**src/rtl/protocol_pkg.sv**
```systemverilog
// protocol_pkg: frame byte values, FSM states and error codes shared with the transmit-side encoder
package protocol_pkg;
   localparam logic [7:0] START_BYTE = 8'hFF;
   localparam logic [7:0] SW_ON = 8'd1;
   localparam logic [7:0] SW_OFF = 8'd2;
   localparam logic [7:0] FREQ_MIN = 8'd20;
   localparam logic [1:0] ERR_NONE = 2'd0;
   localparam logic [1:0] ERR_SW = 2'd1;
   localparam logic [1:0] ERR_FREQ = 2'd2;
   localparam logic [1:0] ERR_TIMEOUT = 2'd3;
   typedef enum logic [1:0] {IDLE, WAIT_SW, WAIT_FREQ} state_t;
endpackage

```
**src/rtl/protocol_gap_timer.sv**
```systemverilog
// protocol_gap_timer: counts idle cycles while run is high, flags expiry once the count reaches TIMEOUT_CYCLES
module protocol_gap_timer #(
   parameter int TIMEOUT_CYCLES = 1000
) (
   input logic clk,
   input logic reset,
   input logic run,
   input logic clear,
   output logic expired
);
   localparam int W = $clog2(TIMEOUT_CYCLES + 1);
   localparam logic [W-1:0] LIMIT = W'(TIMEOUT_CYCLES);
   logic [W-1:0] cnt;
   always_ff @(posedge clk) begin
      if (reset || !run || clear) cnt <= '0;
      else if (cnt != LIMIT) cnt <= cnt + W'(1);
   end
   // a byte arriving on the expiry cycle raises clear, which masks the expiry
   assign expired = run && !clear && (cnt == LIMIT);
endmodule

```
**src/rtl/protocol_in.sv**
```systemverilog
// protocol_in: decodes FF/switch/frequency UART frames into switcher state, frequency and error pulses
module protocol_in
   import protocol_pkg::*;
#(
   parameter int TIMEOUT_CYCLES = 1000
) (
   input logic clk,
   input logic reset,
   input logic rx_valid,
   input logic [7:0] rx_data,
   output logic sig_out,
   output logic [7:0] freq_out,
   output logic frame_valid,
   output logic err,
   output logic [1:0] err_code,
   output logic [7:0] frame_count
);
   state_t state;
   logic sw_on;
   logic expired;
   protocol_gap_timer #(.TIMEOUT_CYCLES(TIMEOUT_CYCLES)) u_gap (
      .clk(clk),
      .reset(reset),
      .run(state != IDLE),
      .clear(rx_valid),
      .expired(expired)
   );
   always_ff @(posedge clk) begin
      if (reset) begin
         state <= IDLE;
         sw_on <= 1'b0;
         sig_out <= 1'b0;
         freq_out <= '0;
         frame_valid <= 1'b0;
         err <= 1'b0;
         err_code <= ERR_NONE;
         frame_count <= '0;
      end else begin
         frame_valid <= 1'b0;
         err <= 1'b0;
         if (rx_valid) begin
            // a start byte always restarts the frame, from any state
            if (rx_data == START_BYTE) state <= WAIT_SW;
            else if (state == WAIT_SW) begin
               if (rx_data == SW_ON || rx_data == SW_OFF) begin
                  sw_on <= (rx_data == SW_ON);
                  state <= WAIT_FREQ;
               end else begin
                  err <= 1'b1;
                  err_code <= ERR_SW;
                  state <= IDLE;
               end
            end else if (state == WAIT_FREQ) begin
               if (rx_data >= FREQ_MIN) begin
                  sig_out <= sw_on;
                  freq_out <= rx_data;
                  frame_count <= frame_count + 8'd1;
                  frame_valid <= 1'b1;
               end else begin
                  err <= 1'b1;
                  err_code <= ERR_FREQ;
               end
               state <= IDLE;
            end
         end else if (expired) begin
            err <= 1'b1;
            err_code <= ERR_TIMEOUT;
            state <= IDLE;
         end
      end
   end
endmodule

```
**config.mk**
```make
export PLATFORM = sky130hd
export DESIGN_NAME = protocol_in
export DESIGN_NICKNAME = d
export VERILOG_FILES = /design/src/rtl/protocol_pkg.sv /design/src/rtl/protocol_gap_timer.sv /design/src/rtl/protocol_in.sv
export SDC_FILE = /design/constraint.sdc
export NUM_CORES = 1
export LEC_CHECK = 0
export CORE_UTILIZATION = 54
export DETAILED_ROUTE_END_ITERATION = 10
export PLACE_DENSITY = 0.83
export SYNTH_ARGS = -nofsm -noshare
export SYNTH_HDL_FRONTEND = slang
export SYNTH_SLANG_ARGS = --single-unit
```
**constraint.sdc**
```tcl
create_clock -name clk -period 3.7 [get_ports clk]
set_input_delay 0.37 -clock clk [delete_from_list [all_inputs] [get_ports clk]]
set_output_delay 0.37 -clock clk [all_outputs]
set_load 0.01 [all_outputs]
```
Yosys cells after proc, flatten, opt, wreduce, memory -nomap -nowiden
Index checks and enable logic that the tools add are counted.
Operators by class
  add/sub/neg operators: 2
  magnitude comparators: 1
  mux-type cells: 21
  equal/unequal tests: 12
  bitwise operators: 4
  reductions and logical operators: 14
Operators with widths (number)
  2-bit two-way mux: 13
  10-bit by 1-bit adder with 10-bit output (second input constant): 1
  10-bit equality test (second input constant): 1
  10-bit inequality test (second input constant): 1
  5-bit AND reduction: 2
  8-bit by 1-bit adder with 8-bit output (second input constant): 1
  8-bit by 1-bit equality test with 1-bit output (second input constant): 1
  8-bit by 2-bit equality test with 1-bit output (second input constant): 1
  8-bit equality test (second input constant): 1
  8-bit by 5-bit greater-or-equal comparator with 1-bit output (second input constant): 1
  1-bit two-way mux: 8
  3-bit inequality test (second input constant): 2
  5-bit OR reduction: 1
  4-bit by 1-bit inequality test with 1-bit output (second input constant): 1
  1-bit NOT: 4
  4-bit AND reduction: 1
  2-bit nonzero test: 2
  1-bit logical OR: 3
  3-bit by 1-bit inequality test with 1-bit output (second input constant): 1
  2-bit by 1-bit equality test with 1-bit output (second input constant): 1
  2-bit equality test (second input constant): 1
  1-bit logical AND: 2
  1-bit logical NOT: 2
  2-bit inequality test (second input constant): 1
  2-bit AND reduction: 1
Storage, ports and cells
  logic and storage cells: 63
  register bits: 34
  bits of input ports: 11

Depth between registers and ports, before layout
Gate-level depths: netlist (run 1).
  word-level depth: 6
  mapped depth: 7

Cells and area by module
A second synthesis (run 1) with hierarchy kept.
Second synthesis, totals
  cells, all modules: 181
  area, all modules: 1630.3 um^2
Modules (own cells, without submodules)
  protocol_in: cells an instance 124, area an instance 1112.3 um^2, times used 1
  protocol_gap_timer: cells an instance 57, area an instance 518.0 um^2, times used 1

Worst setup path after synthesis (run 1)
OpenSTA, ideal clock, no wires.
  path kind: input -> register
  from: in rx_valid
  to: reg frame_count[3]
  buffers on the path: 2
  path slack: 1.957 ns
  required time: 3.577 ns
  setup time: 0.123 ns
  arrival: 1.620 ns
  stages: 6
  path through: buf_2 > nand2_1 > a211o_1 > buf_2 > nor4_1 > mux2_1
On the way
  cells in the longest elaborated chain, start to end: 1
Ends and longest elaborated chain
  from (decl): line protocol_in.sv:9  | input logic rx_valid,
  5-bit AND reduction (no source line)
  to (signal assigned): line protocol_in.sv:57  | frame_count <= frame_count + 8'd1;
  to (decl): line protocol_in.sv:16  | output logic [7:0] frame_count
No other way between the ends.
A chain may end at the register's enable or synchronous reset.

Worst setup path after layout (run 1)
  from: in rx_data[5]
  to: reg frame_count[3]
On the way
  cells in the longest elaborated chain, start to end: 3
Ends and longest elaborated chain
  from (decl): line protocol_in.sv:10  | input logic [7:0] rx_data,
  parallel branches: the longest is 2 deep, another holds 8-bit by 5-bit greater-or-equal comparator with 1-bit output
  5-bit AND reduction (no source line) (*)
Every way passes the cells marked *.

==> results.tsv, run 1 <==
stage	metric	value	unit
hold_path	worstHoldStart	err_code[1]$_SDFFE_PP0P_	
logic_synthesis	synth_top_cells_by_area	dfxtp_1 40%, a21oi_1 6.8%, ha_1 4.5%	
detailed_routing	drc_errors	0	
detailed_routing	firstDrtPassIters	7	
finish	multi_input_area	919.6	um2
detailed_routing	routed_wirelength	3.748	mm
pwr	p_seq_share	61.4	%
logic_synthesis	synth_seq_area_share	40.42	%
setup_path	start_kind	input pin	
logic_synthesis	post-synth-top-count-cell	dfxtp_1	
sta	setup_viol	0	
detailed_routing	via_count	1606	
pwr	peakVddDrop	0.1971	mV
logic_synthesis	netlist_top_cells_count	34 x dfxtp_1, 23 x a21oi_1, 15 x o21ai_0	
hold_path	min_path_cells	2	
logic_synthesis	yosysWarnings	0	
logic_synthesis	synthCells	203	
pwr	leakagePower	0.6572	nW
sta	relSlewSlack	57.55	%
die	dieArea	3346	um2
setup_path	r2r_end	err_code[0]$_SDFFE_PP0P_	
sta	skew	3.406	ps
sta	slew_violations	0	
setup_path	worstSetupEndpointType	flip-flop	
clock_network	cts_buffer_depth	2	
pwr	p_switching	130.3	uW
sta	hold_viol	0	
pwr	power.density	289.9	nW/um2
sta	fin_crit	2163	ps
status	outcome	completed	
finish	nets	249	
die	core-area	2853	um2
detailed_routing	antenna_left	0	
clock_network	clkLatencyLatePin	330	ps
setup_path	reg2reg_slack	1660	ps
clock_network	clk_pin_slew	90	ps
logic_synthesis	synth_flop_cell	dfxtp_1	
setup_path	worst-path-max-fanout	19	
clock_network	postCtsSetupBuffers	0	
sta	hold_slack	460.1	ps
hold_path	min_to	err_code[1]$_SDFFE_PP0P_	
pwr	comb_power_share	5.3	%
clock_network	cts_tree	built	
logic_synthesis	syn-num-nets	220	
die	die_y	57.85	um
placement	dp_hpwl	2.772	mm
setup_path	worst_path_max_delay_cell	and2_1	
pwr	pwr-share-clk	33.2	%
die	initial_core_util	59.04	%
sta	fmax	0.4623	GHz
clock_network	cts_root_buffer	clkbuf_4	
logic_synthesis	syn_area_per_cell	8.296	um2
setup_path	crit_family	simple AND/OR/NAND/NOR gates	
finish	diodes	0	
pwr	sw_frac_of_total	21.89	%
finish	area.growth.synth_to_final	21.92	%
grt	gr-total-overflow	0	
logic_synthesis	synth_cell_types	44	
finish	fin_cells	262	
setup_path	slowest_delay	580	ps
clock_network	cts_resized	0	
detailed_routing	viasPerCell	6.130	
detailed_routing	wl_per_cell	14.31	um
die	ioPinCount	32	
die	rows	19	
clock_network	hold_buffers	0	
clock_network	clock-sinks	34	
setup_path	worstPathArrival	2390	ps
logic_synthesis	synth_top_area_share	40.42	%
logic_synthesis	synth_seq_cells	34	
clock_network	cts_inserted_buffers	5	
setup_path	cp.required	3930	ps
logic_synthesis	ys_async_sr_fraction	0	%
setup_path	cp_cell_sequence	clkdlybuf4s50_1 -> nor3_1 -> and2_1 -> nor4_1 -> mux2_1	
die	die_x	57.85	um
pwr	intPower	464.9	uW
sta	fin_setup_tns	0	ps
placement	portBuffers	31	
placement	placed_cells	256	
grt	grt_max_degree	28	
setup_path	crit_type	input pin to flip-flop	
setup_path	crit_buf_inv	1	
clock_network	htree_levels	2	
finish	final-seq-area	680.7	um2
finish	postLayoutCellArea	2053	um2
grt	grt_pass1_wl	6.389	mm
logic_synthesis	synth-edff-count	0	
placement	gp_congestion	0.7910	
sta	worstMarginPinSlew	631.9	ps
detailed_routing	drtIter0Drc	70	
logic_synthesis	netlist_area	1684	um2
grt	grtUsageTotal	24.88	%
job	drv_cap	0	
setup_path	r2r_start	state[0]$_SDFFE_PP0P_	
grt	first_global_vias	1503	
grt	antenna_found_initial	0	
logic_synthesis	yosys.area.top_type	dfxtp_1	
placement	dpl_cell_area	2002	um2
finish	layout-drive-gt1-share	5.195	%
hold_path	hold_path_class	flip-flop to flip-flop	
sta	rsz0062_at_grt	false	
sta	post-route-period-util	58.47	%
finish	fill_cells	240	
setup_path	rr_worst_depth	6	
## routing by layer
metal  up-vias  part of all wire [%]  wire, um  global-route usage, %
li1        792                     -         -                      -
met1       759                    45      1684                  30.65
met2        47                    47      1770                  41.38
met3         8                   5.8       219                  5.357
met4         0                   2.0        74                  11.90
met5         -                     0         0                      0
## power by group through the flow
stage / Combinational (mW) / Clock (mW) / Sequential, mW
2_1_floorplan: 0.0146 / 0 / 0.374
3_3_place_gp: 0.0300 / 0 / 0.374
3_5_place_dp: 0.0316 / 0 / 0.374
4_1_cts: 0.0315 / 0.205 / 0.366
5_1_grt: 0.0344 / 0.221 / 0.366
6_report: 0.0318 / 0.198 / 0.366
## flip-flops by register name, summed over array words and instances, names as in the netlist
signal / cells
u_gap.cnt: 10
frame_count: 8
freq_out: 8
err_code: 2
state: 2
err: 1
frame_valid: 1
sig_out: 1
sw_on: 1
## placed cells by master (no fill, tap or decap), types with 2 or more instances in the layout
| cell | count |
|---|---|
| a21oi_1 | 23 |
| nor2b_1 | 3 |
| mux2_1 | 2 |
| o21ai_1 | 2 |
| nand2_1 | 10 |
| clkbuf_4 | 5 |
| o31ai_1 | 3 |
| and2_1 | 4 |
| dfxtp_1 | 34 |
| and4_4 | 2 |
| nand4_1 | 10 |
| nor3_1 | 5 |
| nor2_1 | 13 |
| buf_4 | 2 |
| ha_1 | 6 |
| o21ai_0 | 15 |
| xnor2_1 | 4 |
| clkdlybuf4s50_1 | 31 |
| or3_1 | 5 |
| inv_1 | 10 |
| nand3_1 | 14 |
| xor2_1 | 3 |
| or4_1 | 2 |
## how the worst max path moves through the flow
stage               start                           to  slack (ps)  cells after the start
2_1_floorplan    rx_valid  frame_count[3]$_SDFFE_PP0P_        1960                      6
3_3_place_gp     rx_valid  frame_count[3]$_SDFFE_PP0P_        1310                      5
3_5_place_dp   rx_data[5]  frame_count[3]$_SDFFE_PP0P_        1210                      5
4_1_cts        rx_data[5]  frame_count[3]$_SDFFE_PP0P_        1580                      5
5_1_grt        rx_data[5]  frame_count[3]$_SDFFE_PP0P_        1430                      5
6_report       rx_data[5]  frame_count[3]$_SDFFE_PP0P_        1540                      5
## kinds of logic after synthesis
| kind of cell | share of synthesized area, % |
|---|---|
| AOI/OAI and AO/OA | 18.72 |
| and+or+nand+nor | 25.86 |
| buffers and inverters | 4.978 |
| DFF | 40.42 |
| adders and majority gates | 4.458 |
| muxes | 1.932 |
| xor gates and xnor gates | 3.640 |
## worst min-delay path: cells and delay by family, from the launching register on
| kind | cells | cell delay [ps] |
|---|---|---|
| AOI/OAI and AO/OA | 1 | 50 |
| buffers and inverters | 1 | 50 |
| DFF | 1 | 320 |
## through the flow
stage          power [mW]  util [%]  setup WS, ps
6_report           0.5953     71.97          1537
5_1_grt            0.6210     71.97          1432
4_1_cts            0.6024     71.97          1583
3_5_place_dp       0.4058     70.18          1214
3_3_place_gp       0.4042     70.18          1306
2_1_floorplan      0.3888         -          1957
## final cells by class
cell class	instances	share of cell area, %
Multi-Input combinational cell	148	44.79
Sequential cell	34	33.15
Timing Repair Buffer	33	15.84
Clock buffer	6	2.498
Tap cell	31	1.889
Inverter	10	1.828
(Power assumes the default switching activity.)
==> inputs of run 2 (changes only) <==
- CORE_UTILIZATION: 54 -> 46
- PLACE_DENSITY: 0.83 -> 0.76
- clock period: 3.7 -> 1.8 ns (I/O delays scaled with it)
==> run 2 against run 1 <==
  * Power up 120%
  * Largest cell class unchanged
  * Via count grew 4.9%
  * Critical endpoint is now frame_count[5]$_SDFFE_PP0P_
  * Clock skew is 6.1 ps higher
  * Utilization down 4.0 points
  * Sequential share of layout area decreased by 3.8 points
  * Register-to-register slack got worse by 1600 ps
  * Setup slack got worse by 1400 ps
==> results.tsv, run 2 (synthesized netlist as in run 1, its figures left out) <==
stage	metric	value	unit	change
clock_network	clk_pin_slew	110	ps	+20 ps
finish	regMostFlops	u_gap.cnt		
finish	largest_reg_flops	10		unchanged
grt	use_met2	35.73	%	-5.6 points
grt	first_global_vias	1559		+3.7%
finish	diodes	0		unchanged
clock_network	cts_tree	built		
sta	worstMarginPinSlew	314.5	ps	-317.3 ps
die	rows	21		+2
sta	rsz0062_at_grt	false		
clock_network	cts_buffer_depth	2		unchanged
detailed_routing	routed_wirelength	3.961	mm	+5.7%
sta	fin_crit	1702	ps	
setup_path	crit_type	flip-flop to flip-flop		
sta	fmax	0.5874	GHz	
finish	final_common_cell	dfxtp_1		
setup_path	worstPathArrival	1920	ps	-470 ps
finish	final_cell_mix	34 x dfxtp_1, 31 x clkdlybuf4s50_1, 29 x buf_4, 23 x a21oi_1, 15 x o21ai_0		
status	outcome	completed		
die	die_y	62.51	um	+8.1%
setup_path	r2r_end	frame_count[5]$_SDFFE_PP0P_		
setup_path	start_kind	flip-flop		
sta	hold_viol	0		unchanged
sta	post-route-period-util	94.57	%	
pwr	power.density	552.1	nW/um2	+90%
finish	area.growth.synth_to_final	37.89	%	
pwr	peakVddDrop	0.3564	mV	+81%
grt	met1_usage	28.33	%	-2.3 points
sta	slew_violations	0		unchanged
grt	gr-total-overflow	0		unchanged
hold_path	worstHoldStart	err_code[1]$_SDFFE_PP0P_		
die	ioPinCount	32		unchanged
clock_network	htree_levels	2		unchanged
sta	relSlewSlack	78.85	%	+21 points
detailed_routing	drtIter0Drc	164		+130%
sta	skew	9.538	ps	+6.132 ps
detailed_routing	antenna_left	0		unchanged
die	initial_core_util	49.30	%	-9.7 points
grt	antenna_found_initial	0		unchanged
placement	dp_slack	-180.2	ps	-1394 ps
clock_network	clkLatencyLatePin	340	ps	about the same
job	drv_cap	0		unchanged
placement	portBuffers	31		unchanged
finish	top_regs	u_gap.cnt: 10 flops, frame_count: 8 flops, freq_out: 8 flops		
detailed_routing	drc_errors	0		unchanged
setup_path	worst-path-max-fanout	8		-11
setup_path	r2r_start	state[1]$_SDFFE_PP0P_		
grt	grt_util_met3	6.569	%	+1.2 points
clock_network	cts_root_buffer	clkbuf_4		
setup_path	worstSetupEndpointType	flip-flop		
detailed_routing	firstDrtPassIters	4		-3
grt	grt_pass1_wl	6.886	mm	+7.8%
finish	fin_cells	306		+17%
grt	grt_most_used_layer	met2		
detailed_routing	viasPerCell	5.507		-10%
placement	gp_congestion	0.8417		+6.4%
die	core-area	3416	um2	+20%
pwr	leakagePower	0.8189	nW	+25%
placement	dp_hpwl	2.907	mm	+4.9%
detailed_routing	via_count	1685		+4.9%
die	dieArea	3907	um2	+17%
finish	nets	276		+11%
setup_path	rr_worst_depth	6		unchanged
grt	grtUsageTotal	22.20	%	-2.7 points
die	die_x	62.51	um	+8.1%
setup_path	reg2reg_slack	100	ps	-1560 ps
hold_path	min_path_cells	2		unchanged
detailed_routing	wl_per_cell	12.94	um	-9.5%
sta	finalWorstSetupSlack	97.70	ps	-1439 ps
placement	placed_cells	298		+16%
grt	grt_max_degree	27		-3.6%
clock_network	cts_inserted_buffers	5		unchanged
hold_path	hold_path_class	flip-flop to flip-flop		
finish	fin_util	67.99	%	-4.0 points
hold_path	min_to	err_code[1]$_SDFFE_PP0P_		
clock_network	hold_buffers	0		unchanged
clock_network	clock-sinks	34		unchanged
finish	layout-drive-gt1-share	17.31	%	+12 points
setup_path	crit_start	state[1]$_SDFFE_PP0P_		
setup_path	cp.required	2020	ps	-1910 ps
sta	setup_viol	0		unchanged
sta	hold_slack	450.9	ps	-9.168 ps
[run 2: cell type report]
type                            instances  area (um2)
Tap cell                               46       57.56
Clock inverter                          1       5.005
Fill cell                             288        1094
Inverter                               10       37.54
Clock buffer                            7       55.05
Timing Repair Buffer                   60       528.0
Sequential cell                        34       680.7
Multi-Input combinational cell        148       958.4
[run 2: stage by stage]
stage          total power, mW  cell area, um2  setup TNS (ps)
6_report                 1.282            2322               0
5_1_grt                  1.334            2322               0
4_1_cts                  1.293            2290               0
3_5_place_dp            0.8558            2223           -1562
3_3_place_gp            0.8547            2223           -1205
2_1_floorplan           0.7992            1684               0
[run 2: how the worst max path moves through the flow]
stage / endpoint / slack (ps) / depth (start not counted)
CTS: frame_count[3]$_SDFFE_PP0P_ / 8 / 6
finish: frame_count[5]$_SDFFE_PP0P_ / 100 / 6
global placement: frame_count[4]$_SDFFE_PP0P_ / -120 / 6
detailed placement: frame_count[3]$_SDFFE_PP0P_ / -180 / 5
global route: frame_count[7]$_SDFFE_PP0P_ / 7 / 7
floorplan: frame_count[3]$_SDFFE_PP0P_ / 70 / 7
[run 2: layer usage]
metal,up-vias,share of wire (%),wire (um)
li1,850,-,-
met1,790,49,1936
met2,40,46,1823
met3,5,3.8,151
met4,0,1.2,49
met5,-,0,0
[run 2: worst max-delay path, stage by stage (launching register included)]
cell and delay, ps:
dfxtp_1 360, inv_1 70, ha_1 190, a211o_1 350, buf_4 190, o31ai_1 330, a21oi_1 100
[run 2: repair_timing]
item,in CTS,in global routing
pin swaps,0,2
buffers inserted,0,0
resized for setup,1,5
endpoints found under the setup margin,1,16
[run 2: where the power goes]
part | switching [mW] | total (mW) | internal [mW]
registers | 0.0000503 | 0.752 | 0.752
clock network | 0.253 | 0.442 | 0.189
logic | 0.0417 | 0.0879 | 0.0462
